$ cat src/rtl/uart_prog_loader.sv
// Purpose: receive a framed program image over 8N1 UART and write it into CPU instruction memory.
// Latency: mem_we one cycle after the 4th byte of a word is received; cpu_rst_n/done two cycles after the CHK byte.
// Backpressure: none; the serial line cannot be stalled, and every write is a single-cycle strobe.
`timescale 1ns/1ps
module uart_prog_loader #(
   parameter int CLKS_PER_BIT = 868,
   parameter int ADDR_W       = 8,
   parameter int TIMEOUT_CYC  = 10_000_000
) (
   input  logic              clk,
   input  logic              rst_n,
   input  logic              uart_rx,
   output logic              mem_we,
   output logic [ADDR_W-1:0] mem_addr,
   output logic [31:0]       mem_wdata,
   output logic              cpu_rst_n,
   output logic              busy,
   output logic              done,
   output logic              err
);

   localparam int              CNT_W     = (CLKS_PER_BIT > 1) ? $clog2(CLKS_PER_BIT) : 1;
   localparam logic [CNT_W-1:0] BIT_LAST  = CNT_W'(CLKS_PER_BIT - 1);
   localparam logic [CNT_W-1:0] HALF_LAST = CNT_W'(CLKS_PER_BIT / 2 - 1);
   localparam int              TMO_W     = $clog2(TIMEOUT_CYC + 1);
   localparam logic [TMO_W-1:0] TMO_LAST  = TMO_W'(TIMEOUT_CYC - 1);
   localparam logic [7:0]      SYNC_BYTE = 8'hA5;

   typedef enum logic [1:0] {R_IDLE, R_START, R_DATA, R_STOP} rx_state_t;
   typedef enum logic [2:0] {L_IDLE, L_CNT, L_DATA, L_CHK, L_DONE, L_ERR} ld_state_t;

   // ---------------- receiver ----------------
   logic             rx_s1, rx_s2, rx_prev;
   rx_state_t        rx_state;
   logic [CNT_W-1:0] clk_cnt;
   logic [2:0]       bit_idx;
   logic [7:0]       rx_shift;
   logic             rx_valid;
   logic             rx_ferr;

   // Two-flop synchronizer plus one history flop for falling-edge detection.
   always_ff @(posedge clk) begin
      if (!rst_n) begin
         rx_s1   <= 1'b1;
         rx_s2   <= 1'b1;
         rx_prev <= 1'b1;
      end else begin
         rx_s1   <= uart_rx;
         rx_s2   <= rx_s1;
         rx_prev <= rx_s2;
      end
   end

   // Bit-timing state machine: start on a true falling edge, sample at bit centres.
   // Requiring an edge (not just a low level) keeps the tail of a bad stop bit
   // from being mistaken for a new start bit.
   always_ff @(posedge clk) begin
      if (!rst_n) begin
         rx_state <= R_IDLE;
         clk_cnt  <= '0;
         bit_idx  <= '0;
         rx_shift <= '0;
         rx_valid <= 1'b0;
         rx_ferr  <= 1'b0;
      end else begin
         rx_valid <= 1'b0;
         rx_ferr  <= 1'b0;
         case (rx_state)
            R_IDLE: begin
               clk_cnt <= '0;
               bit_idx <= '0;
               if (rx_prev && !rx_s2) rx_state <= R_START;
            end
            R_START: begin
               if (clk_cnt == HALF_LAST) begin
                  clk_cnt  <= '0;
                  rx_state <= rx_s2 ? R_IDLE : R_DATA;
               end else begin
                  clk_cnt <= clk_cnt + 1'b1;
               end
            end
            R_DATA: begin
               if (clk_cnt == BIT_LAST) begin
                  clk_cnt  <= '0;
                  rx_shift <= {rx_s2, rx_shift[7:1]};
                  bit_idx  <= bit_idx + 3'd1;
                  if (bit_idx == 3'd7) rx_state <= R_STOP;
               end else begin
                  clk_cnt <= clk_cnt + 1'b1;
               end
            end
            R_STOP: begin
               if (clk_cnt == BIT_LAST) begin
                  clk_cnt  <= '0;
                  rx_state <= R_IDLE;
                  if (rx_s2) rx_valid <= 1'b1;
                  else       rx_ferr  <= 1'b1;
               end else begin
                  clk_cnt <= clk_cnt + 1'b1;
               end
            end
            default: rx_state <= R_IDLE;
         endcase
      end
   end

   // ---------------- loader ----------------
   ld_state_t        ld_state;
   logic [8:0]       words_left;
   logic [1:0]       byte_idx;
   logic [23:0]      word_sr;
   logic [7:0]       chk_xor;
   logic [ADDR_W-1:0] wr_addr;
   logic [TMO_W-1:0] tmo_cnt;

   // Frame parser with registered outputs; an N byte of 0 means 256 words.
   always_ff @(posedge clk) begin
      if (!rst_n) begin
         ld_state   <= L_IDLE;
         words_left <= '0;
         byte_idx   <= '0;
         word_sr    <= '0;
         chk_xor    <= '0;
         wr_addr    <= '0;
         tmo_cnt    <= '0;
         mem_we     <= 1'b0;
         mem_addr   <= '0;
         mem_wdata  <= '0;
         cpu_rst_n  <= 1'b1;
         busy       <= 1'b0;
         done       <= 1'b0;
         err        <= 1'b0;
      end else begin
         mem_we <= 1'b0;
         case (ld_state)
            L_IDLE: begin
               if (rx_valid && rx_shift == SYNC_BYTE) begin
                  ld_state  <= L_CNT;
                  busy      <= 1'b1;
                  cpu_rst_n <= 1'b0;
                  done      <= 1'b0;
                  err       <= 1'b0;
                  wr_addr   <= '0;
                  chk_xor   <= '0;
                  tmo_cnt   <= '0;
               end
            end
            L_CNT, L_DATA, L_CHK: begin
               if (rx_valid) begin
                  tmo_cnt <= '0;
                  chk_xor <= chk_xor ^ rx_shift;
                  if (ld_state == L_CNT) begin
                     words_left <= (rx_shift == 8'h00) ? 9'd256 : {1'b0, rx_shift};
                     byte_idx   <= '0;
                     ld_state   <= L_DATA;
                  end else if (ld_state == L_DATA) begin
                     word_sr  <= {word_sr[15:0], rx_shift};
                     byte_idx <= byte_idx + 2'd1;
                     if (byte_idx == 2'd3) begin
                        mem_we     <= 1'b1;
                        mem_addr   <= wr_addr;
                        mem_wdata  <= {word_sr, rx_shift};
                        wr_addr    <= wr_addr + 1'b1;
                        words_left <= words_left - 9'd1;
                        if (words_left == 9'd1) ld_state <= L_CHK;
                     end
                  end else begin
                     ld_state <= (rx_shift == chk_xor) ? L_DONE : L_ERR;
                  end
               end else if (rx_ferr || tmo_cnt == TMO_LAST) begin
                  ld_state <= L_ERR;
               end else begin
                  tmo_cnt <= tmo_cnt + 1'b1;
               end
            end
            L_DONE: begin
               done      <= 1'b1;
               busy      <= 1'b0;
               cpu_rst_n <= 1'b1;
               ld_state  <= L_IDLE;
            end
            L_ERR: begin
               err      <= 1'b1;
               busy     <= 1'b0;
               ld_state <= L_IDLE;
            end
            default: ld_state <= L_IDLE;
         endcase
      end
   end

endmodule

$ cat config.mk
export PLATFORM = sky130hd
export DESIGN_NAME = uart_prog_loader
export DESIGN_NICKNAME = d
export VERILOG_FILES = /design/src/rtl/uart_prog_loader.sv
export SDC_FILE = /design/constraint.sdc
export NUM_CORES = 1
export LEC_CHECK = 0
export ABC_CLOCK_PERIOD_IN_PS = 2350
export CORE_AREA = 5 5 111 134
export CTS_CLUSTER_SIZE = 20
export DETAILED_ROUTE_END_ITERATION = 10
export DIE_AREA = 0 0 116 139
export PLACE_DENSITY = 0.69
export SLEW_MARGIN = 25
export SYNTH_ARGS = -nofsm -noshare
export SYNTH_HDL_FRONTEND = slang
export SYNTH_SLANG_ARGS = --single-unit
$ cat constraint.sdc
create_clock -name clk -period 2.35 [get_ports clk]
set_input_delay 0.5875 -clock clk [delete_from_list [all_inputs] [get_ports clk]]
set_output_delay 0.5875 -clock clk [all_outputs]
set_load 0.05 [all_outputs]
==> results of run 1 <==
## final timing paths
kind              startpoint           to  slack, ns  depth (start not counted)
hold / removal         rx_s1        rx_s2       0.41                          1
hold reg to reg        rx_s1        rx_s2       0.41                          1
setup / recovery         err          err       0.15                          1
setup reg to reg    rx_valid  tmo_cnt[14]       0.18                          6
## sequential cells by signal (all words and copies together) (netlist names), 2 cells and up, named ones only
register and count:
mem_wdata 32, tmo_cnt 24, word_sr 24, clk_cnt 10, words_left 9, chk_xor 8
mem_addr 8, rx_shift 8, wr_addr 8, bit_idx 3, ld_state 3, byte_idx 2
## cell usage in the layout (no fill, tap or decap), drive strengths merged, types with 3 or more instances in the layout
cell / n
a21boi: 12
a21oi: 86
a22oi: 3
and2: 7
and3: 8
and4: 9
buf: 28
bufinv: 4
clkbuf: 22
clkdlybuf4s50: 46
clkinvlp: 3
dfxtp: 151
ha: 9
inv: 11
mux2i: 4
nand2: 196
nand2b: 6
nand3: 39
nand3b: 9
nand4: 19
nor2: 56
nor3: 13
nor3b: 4
nor4: 8
nor4b: 3
nor4bb: 3
o211ai: 10
o21ai: 28
o22ai: 6
o31ai: 3
or2: 3
or3: 5
xnor2: 16
xor2: 18
## final cells by class
cell class / count / area [um^2] / area share (%)
multi-input cells: 604 / 3290 / 41.8
flip-flops and latches: 151 / 3020 / 38.4
repair buffers: 74 / 681 / 8.64
clock buffers: 22 / 464 / 5.89
well taps: 171 / 214 / 2.72
clock inverters: 10 / 169 / 2.14
inverters: 10 / 37.5 / 0.476
## per-layer routing
layer	vias to the layer above	GRT usage (%)	routed length, um
li1	2894	-	-
met1	2733	24.1	6470
met2	165	32.3	7570
met3	29	4.41	817
met4	0	8.25	288
met5	-	0	0
## cell families after synthesis
| group | after synthesis |
|---|---|
| mux | 4 |
| xor+xnor | 34 |
| buf+inv | 63 |
| fa+ha+maj | 9 |
| flops | 151 |
| simple gates | 393 |
| compound gates | 164 |
## power breakdown
group | internal (mW) | leakage [nW] | total [mW] | switching, mW
sequential | 2.56 | 1.22 | 2.57 | 0.00437
combinational | 0.0198 | 1.21 | 0.0682 | 0.0484
clock | 1.84 | 0.297 | 2.89 | 1.05
==> impl_results.md, run 1 <==
- DPL Wire Length: 10600 um
- Register bit total from synthesis: 151
- H-Tree Depth: 4
- Synth Area in Compound Gates: 14.6%
- Post-Synth Adder-Cell Area: 1.72%
- Synth top cells by count: nand2_1 (196), dfxtp_1 (151), a21oi_1 (86)
- Layout Cells excl Fill: 1042
- Peak supply drop: 0.000581 V
- Min Hold Slack: 0.406 ns
- Placed inst area: 7240 um^2
- ANT nets after route: 0
- CTS tree: yes
- Root Buffer: clkbuf_16
- Unrepaired setup endpoints after global routing: false
- EDFF count, synth: 0
- Bufs on Longest Clock Path: 2
- Ranking of synthesized cells by area: dfxtp_1 (46%), nand2_1 (11%), a21oi_1 (6.6%)
- Total chip power: 5.53 mW
- Initial antenna violation count: 0
- PortBufs: 47
- First-pass GRT wire length: 25700 um
- Crit path max-delay cell type: clkdlybuf4s50_1
- WL final: 15100 um
- Grt ovf: 0
- Hold Crit Class: reg2reg
- Fmax: 0.455 GHz
- Ports: 48
- Final nets: 870
- Iteration-0 DRC count of the detailed router: 474
- Critical Path, Cell by Cell: clkdlybuf4s50_1
- Post-Syn Nets: 830
- Die Area: 16100 um^2
- Setup TNS: 0 ns
- Class of the most critical setup path: reg2out
- Critical path's largest stage delay: 0.82 ns
- Slew at the pin with the worst max-slew slack: 0.632 ns
- Clock sink count: 151
- Finished layout cell area: 7880 um^2
- Crit path max fanout: 3
- Pre-antenna DRT Iters: 5
- Startpoint Class: flip-flop
- Util after Layout: 58.2%
- Worst Path Buf+Inv: 1
- Gpl congestion: 0.894
- Clk pin slew, worst setup/hold paths: 0.06 ns
- Worst setup margin: 0.153 ns
- Arrival @ worst endpoint: 1.61 ns
- Synth Area in Simple Gates: 28.4%
- Final hold viol count: 0
- Leak pwr: 2.73 nW
- Async S/R FF share, synth: 0%
- Area grow syn2layout: 20.2%
- Total CTS buffers: 17
- Core area: 13500 um^2
- Number of fillers in the final layout: 1216
- Critical Path RT: 1.76 ns
- Via count: 5821
- Tmin final: 2.20 ns
- Synth unique cells: 56
- Die width: 116 um
- Mapped Cells: 818
- Clock skew: 0.00929 ns
- Initial Utilization: 48.5%
- XOR/XNOR share of the synthesized area: 4.54%
- Post-CTS Hold Buffers: 0
- Setup bufs post-CTS: 0
- Layout cell share with drive strength beyond 1: 7.69%
- WL per Instance: 14.5 um
- Antenna Cells: 0
- Yosys warns: 0
- Number of global-route vias before repair: 5385
- Mux contribution to synthesized area: 0.611%
- Synth Flop Type: dfxtp_1
- Largest family of logic cells by synthesized area: simple AND/OR/NAND/NOR gates
- Sequential fraction of the synthesis area: 46.1%
- Largest net degree at the start of global routing: 76
- Maxcap violations: 0
- Slew HR: 57.5%
- DRC: 0
- Max-slew violations: 0
- Power Dens Cells: 701 nW/um^2
- CP endpoint kind: primary output
- Synth top area share: 46.1%
- Outcome: finished clean
- Num rows: 47
- PostCTS Resize Cnt: 0
- Final setup viols: 0
- Clock latency on the worst-skew pair: 0.43 ns
- Period utilization: 93.5%
- DP Cell Count: 1010
- Total Routing Usage GR: 19.5%
- Post-Syn Area: 6560 um^2
- Worst slack, placed: 0.282 ns
- Synth Area per Inst: 8.02 um^2
- Yosys top cell by area: dfxtp_1
- Die H: 139 um
- Vias/cell: 5.59
- Count leader, synth: nand2_1
- Critical path's top delay family: buffers and inverters
Note: power is estimated with default switching activity, not from simulation.
==> run 2: changes to the inputs <==
SKIP_LAST_GASP = 1   (was not set)
==> results of run 2 <==
Same layout as run 1: the final DEF is identical, and so are final timing and power.
==> run 3: changes to the inputs <==
ABC_AREA = 1   (was not set)
CORE_AREA = 5 5 114 137   (was 5 5 111 134)
DIE_AREA = 0 0 119 142   (was 0 0 116 139)
PLACE_DENSITY = 0.68   (was 0.69)
==> impl_results.md, run 3 <==
- Outcome: finished clean
- EDFF count, synth: 0 (unchanged)
- Final hold viol count: 0 (unchanged)
- Post-Synth Adder-Cell Area: 1.63% (-0.084 points)
- Setup bufs post-CTS: 0 (unchanged)
- Critical path's top delay family: buffers and inverters
- Pre-antenna DRT Iters: 4 (-1)
- Clock sink count: 151 (unchanged)
- Die width: 119 um (+2.6%)
- ANT nets after route: 0 (unchanged)
- Startpoint Class: flip-flop
- Hold Crit Class: reg2reg
- Clk pin slew, worst setup/hold paths: 0.06 ns (about the same)
- Seq pwr share: 41.3% (-5.2 points)
- Arrival @ worst endpoint: 1.60 ns (about the same)
- Post-Syn Area: 6900 um^2 (+5.2%)
- Register bit total from synthesis: 151 (unchanged)
- PostCTS Resize Cnt: 0 (unchanged)
- Post-CTS Hold Buffers: 0 (unchanged)
- Slew HR: 64.3% (+6.9 points)
- PortBufs: 47 (unchanged)
- Hold Startpoint: rx_s2
- Internal power: 4.65 mW (+5.1%)
- Ranking of synthesized cells by area: dfxtp_1 (44%), nand2_1 (11%), nor2_1 (8.7%)
- Largest registers: mem_wdata: 32 flops, tmo_cnt: 24 flops, word_sr: 24 flops
- Via count: 6196 (+6.4%)
- Mux contribution to synthesized area: 0% (-0.61 points)
- Number of global-route vias before repair: 6036 (+12%)
- Gpl congestion: 0.896 (+0.28%)
- CP endpoint kind: primary output
- Unrepaired setup endpoints after global routing: false
- Largest family of logic cells by synthesized area: simple AND/OR/NAND/NOR gates
- Synth unique cells: 39 (-30%)
- Critical Path RT: 1.76 ns (about the same)
- Critical Path, Cell by Cell: clkdlybuf4s50_1
- Post-Syn Nets: 989 (+19%)
- Count leader, synth: nand2_1
- Commonest non-fill, non-tap cell in the layout: nand2_1
- Yosys top cell by area: dfxtp_1
- CTS tree: yes
- Area grow syn2layout: 17.4%
- Synth top area share: 43.8% (-2.3 points)
- Peak supply drop: 0.000606 V (+4.3%)
- Number of flip-flops in the largest register: 32 (unchanged)
- WL per Instance: 13.6 um (-6.7%)
- Ports: 48 (unchanged)
- Clock latency on the worst-skew pair: 0.42 ns (about the same)
- Max-slew violations: 0 (unchanged)
- Synth Area per Inst: 7.06 um^2 (-12%)
- Power Dens Cells: 833 nW/um^2 (+19%)
- Critical path's largest stage delay: 0.82 ns (about the same)
- Initial antenna violation count: 0 (unchanged)
- Leak pwr: 3.15 nW (+16%)
- Final nets: 1032 (+19%)
- Sw power: 2.09 mW (+90%)
- Clock skew: 0.00672 ns (-0.00257 ns)
- Bufs on Longest Clock Path: 2 (unchanged)
- XOR/XNOR share of the synthesized area: 2.67% (-1.9 points)
- Num rows: 48 (+2.1%)
- Worst reg2reg setup slack: 0.50 ns (+0.32 ns)
- Period utilization: 93.1% (-0.36 points)
- Hold Path Stages: 1 (unchanged)
- Commonest non-fill, non-tap cells in the layout: nand2_1 (196), nor2_1 (160), dfxtp_1 (151)
- Maxcap violations: 0 (unchanged)
- Worst Path Buf+Inv: 1 (unchanged)
- Initial Utilization: 48.6% (+0.18 points)
- Vias/cell: 5.13 (-8.2%)
- Clk pwr share: 39.9% (-12 points)
- Setup TNS: 0 ns (unchanged)
- Reg-to-Reg Start: ld_state[2]
- Largest net degree at the start of global routing: 63 (-17%)
- Min Hold Slack: 0.410 ns (+0.00416 ns)
- Async S/R FF share, synth: 0% (unchanged)
- Crit path max fanout: 2 (-1)
- Grt ovf: 0 (unchanged)
- Combinational share of power: 18.8% (+18 points)
- Final setup viols: 0 (unchanged)
- DRC: 0 (unchanged)
- Core area: 14200 um^2 (+4.8%)
- Slew at the pin with the worst max-slew slack: 0.533 ns (-0.0990 ns)
- Synth Area in Simple Gates: 29.6% (+1.3 points)
- Root Buffer: clkbuf_16
- Hold Path Sink: rx_ferr
- Layout cell share with drive strength beyond 1: 7.84% (+0.15 points)
- Antenna Cells: 0 (unchanged)
- Reg2reg end: mem_wdata[22]
- Tmin final: 2.19 ns (-0.00849 ns)
- Reg with most FFs: mem_wdata
- Die H: 142 um (+2.2%)
- Fmax: 0.457 GHz (+0.39%)
- Total Routing Usage GR: 19.8% (+0.29 points)
- Crit path max-delay cell type: clkdlybuf4s50_1
- Class of the most critical setup path: reg2out
- Sw Share: 31.1% (+11 points)
- First-pass GRT wire length: 27700 um (+7.8%)
- Synth Flop Type: dfxtp_1
- Synth Area in Compound Gates: 15.0% (+0.39 points)
- Die Area: 16900 um^2 (+4.8%)
- Total CTS buffers: 17 (unchanged)
- Yosys warns: 0 (unchanged)
- R2R depth: 7 (+1)
- DPL Wire Length: 11300 um (+7.4%)
- Synth top cells by count: nand2_1 (196), nor2_1 (160), dfxtp_1 (151)
- WL final: 16400 um (+8.2%)
- Sequential fraction of the synthesis area: 43.8% (-2.3 points)
- Mapped Cells: 977 (+19%)
- H-Tree Depth: 4 (unchanged)
- Util after Layout: 57.1% (-1.1 points)
- Iteration-0 DRC count of the detailed router: 409 (-14%)
## run 3: final cells by class
class	instances	area, um^2
clock buffers	21	460
clock inverters	11	124
fillers	1357	6080
inverters	82	308
multi-input cells	706	3370
flip-flops and latches	151	3020
well taps	175	219
repair buffers	62	591
## run 3: kinds of logic after synthesis
group	Yosys count
adder cells (fa/ha/maj)	9
buffers and inverters	120
AND/OR/NAND/NOR	480
flip-flops	151
AO/OA/AOI/OAI	196
XOR/XNOR	21
## run 3: power by group through the flow
stage / Combinational, mW / Sequential (mW) / Clock (mW)
final: 1.27 / 2.78 / 2.69
after global routing: 1.43 / 2.80 / 2.86
after CTS: 1.28 / 2.78 / 2.74
after detailed placement: 1.27 / 2.84 / 0
after global placement: 1.27 / 2.84 / 0
after floorplan: 1.04 / 2.83 / 0
## run 3: worst max path at each step
stage	startpoint	to	slack, ns	depth (start not counted)
final	busy	busy	0.16	1
after global routing	busy	busy	0.12	1
after CTS	busy	busy	0.13	1
after detailed placement	tmo_cnt[1]	tmo_cnt[13]	0.52	9
after global placement	rx_shift[7]	tmo_cnt[18]	0.51	10
after floorplan	tmo_cnt[1]	tmo_cnt[13]	0.80	10
## run 3: layer usage
layer | part of all wire (%) | vias up | GRT usage, %
li1 | - | 3265 | -
met4 | 2.1 | 0 | 7.69
met3 | 3.1 | 24 | 3.98
met1 | 45 | 2811 | 23.8
met5 | 0 | - | 0
met2 | 50 | 96 | 34.7
## run 3: metrics by stage
| step | area, um^2 | total power [mW] | worst slack [ns] | instances |
|---|---|---|---|---|
| 2_1_floorplan | 6900 | 3.87 | 0.800 | 977 |
| 3_3_place_gp | 7510 | 4.10 | 0.506 | 1176 |
| 3_5_place_dp | 7510 | 4.11 | 0.517 | 1176 |
| 4_1_cts | 8100 | 6.80 | 0.131 | 1208 |
| 5_1_grt | 8100 | 7.09 | 0.119 | 1208 |
| 6_report | 8100 | 6.74 | 0.161 | 1208 |
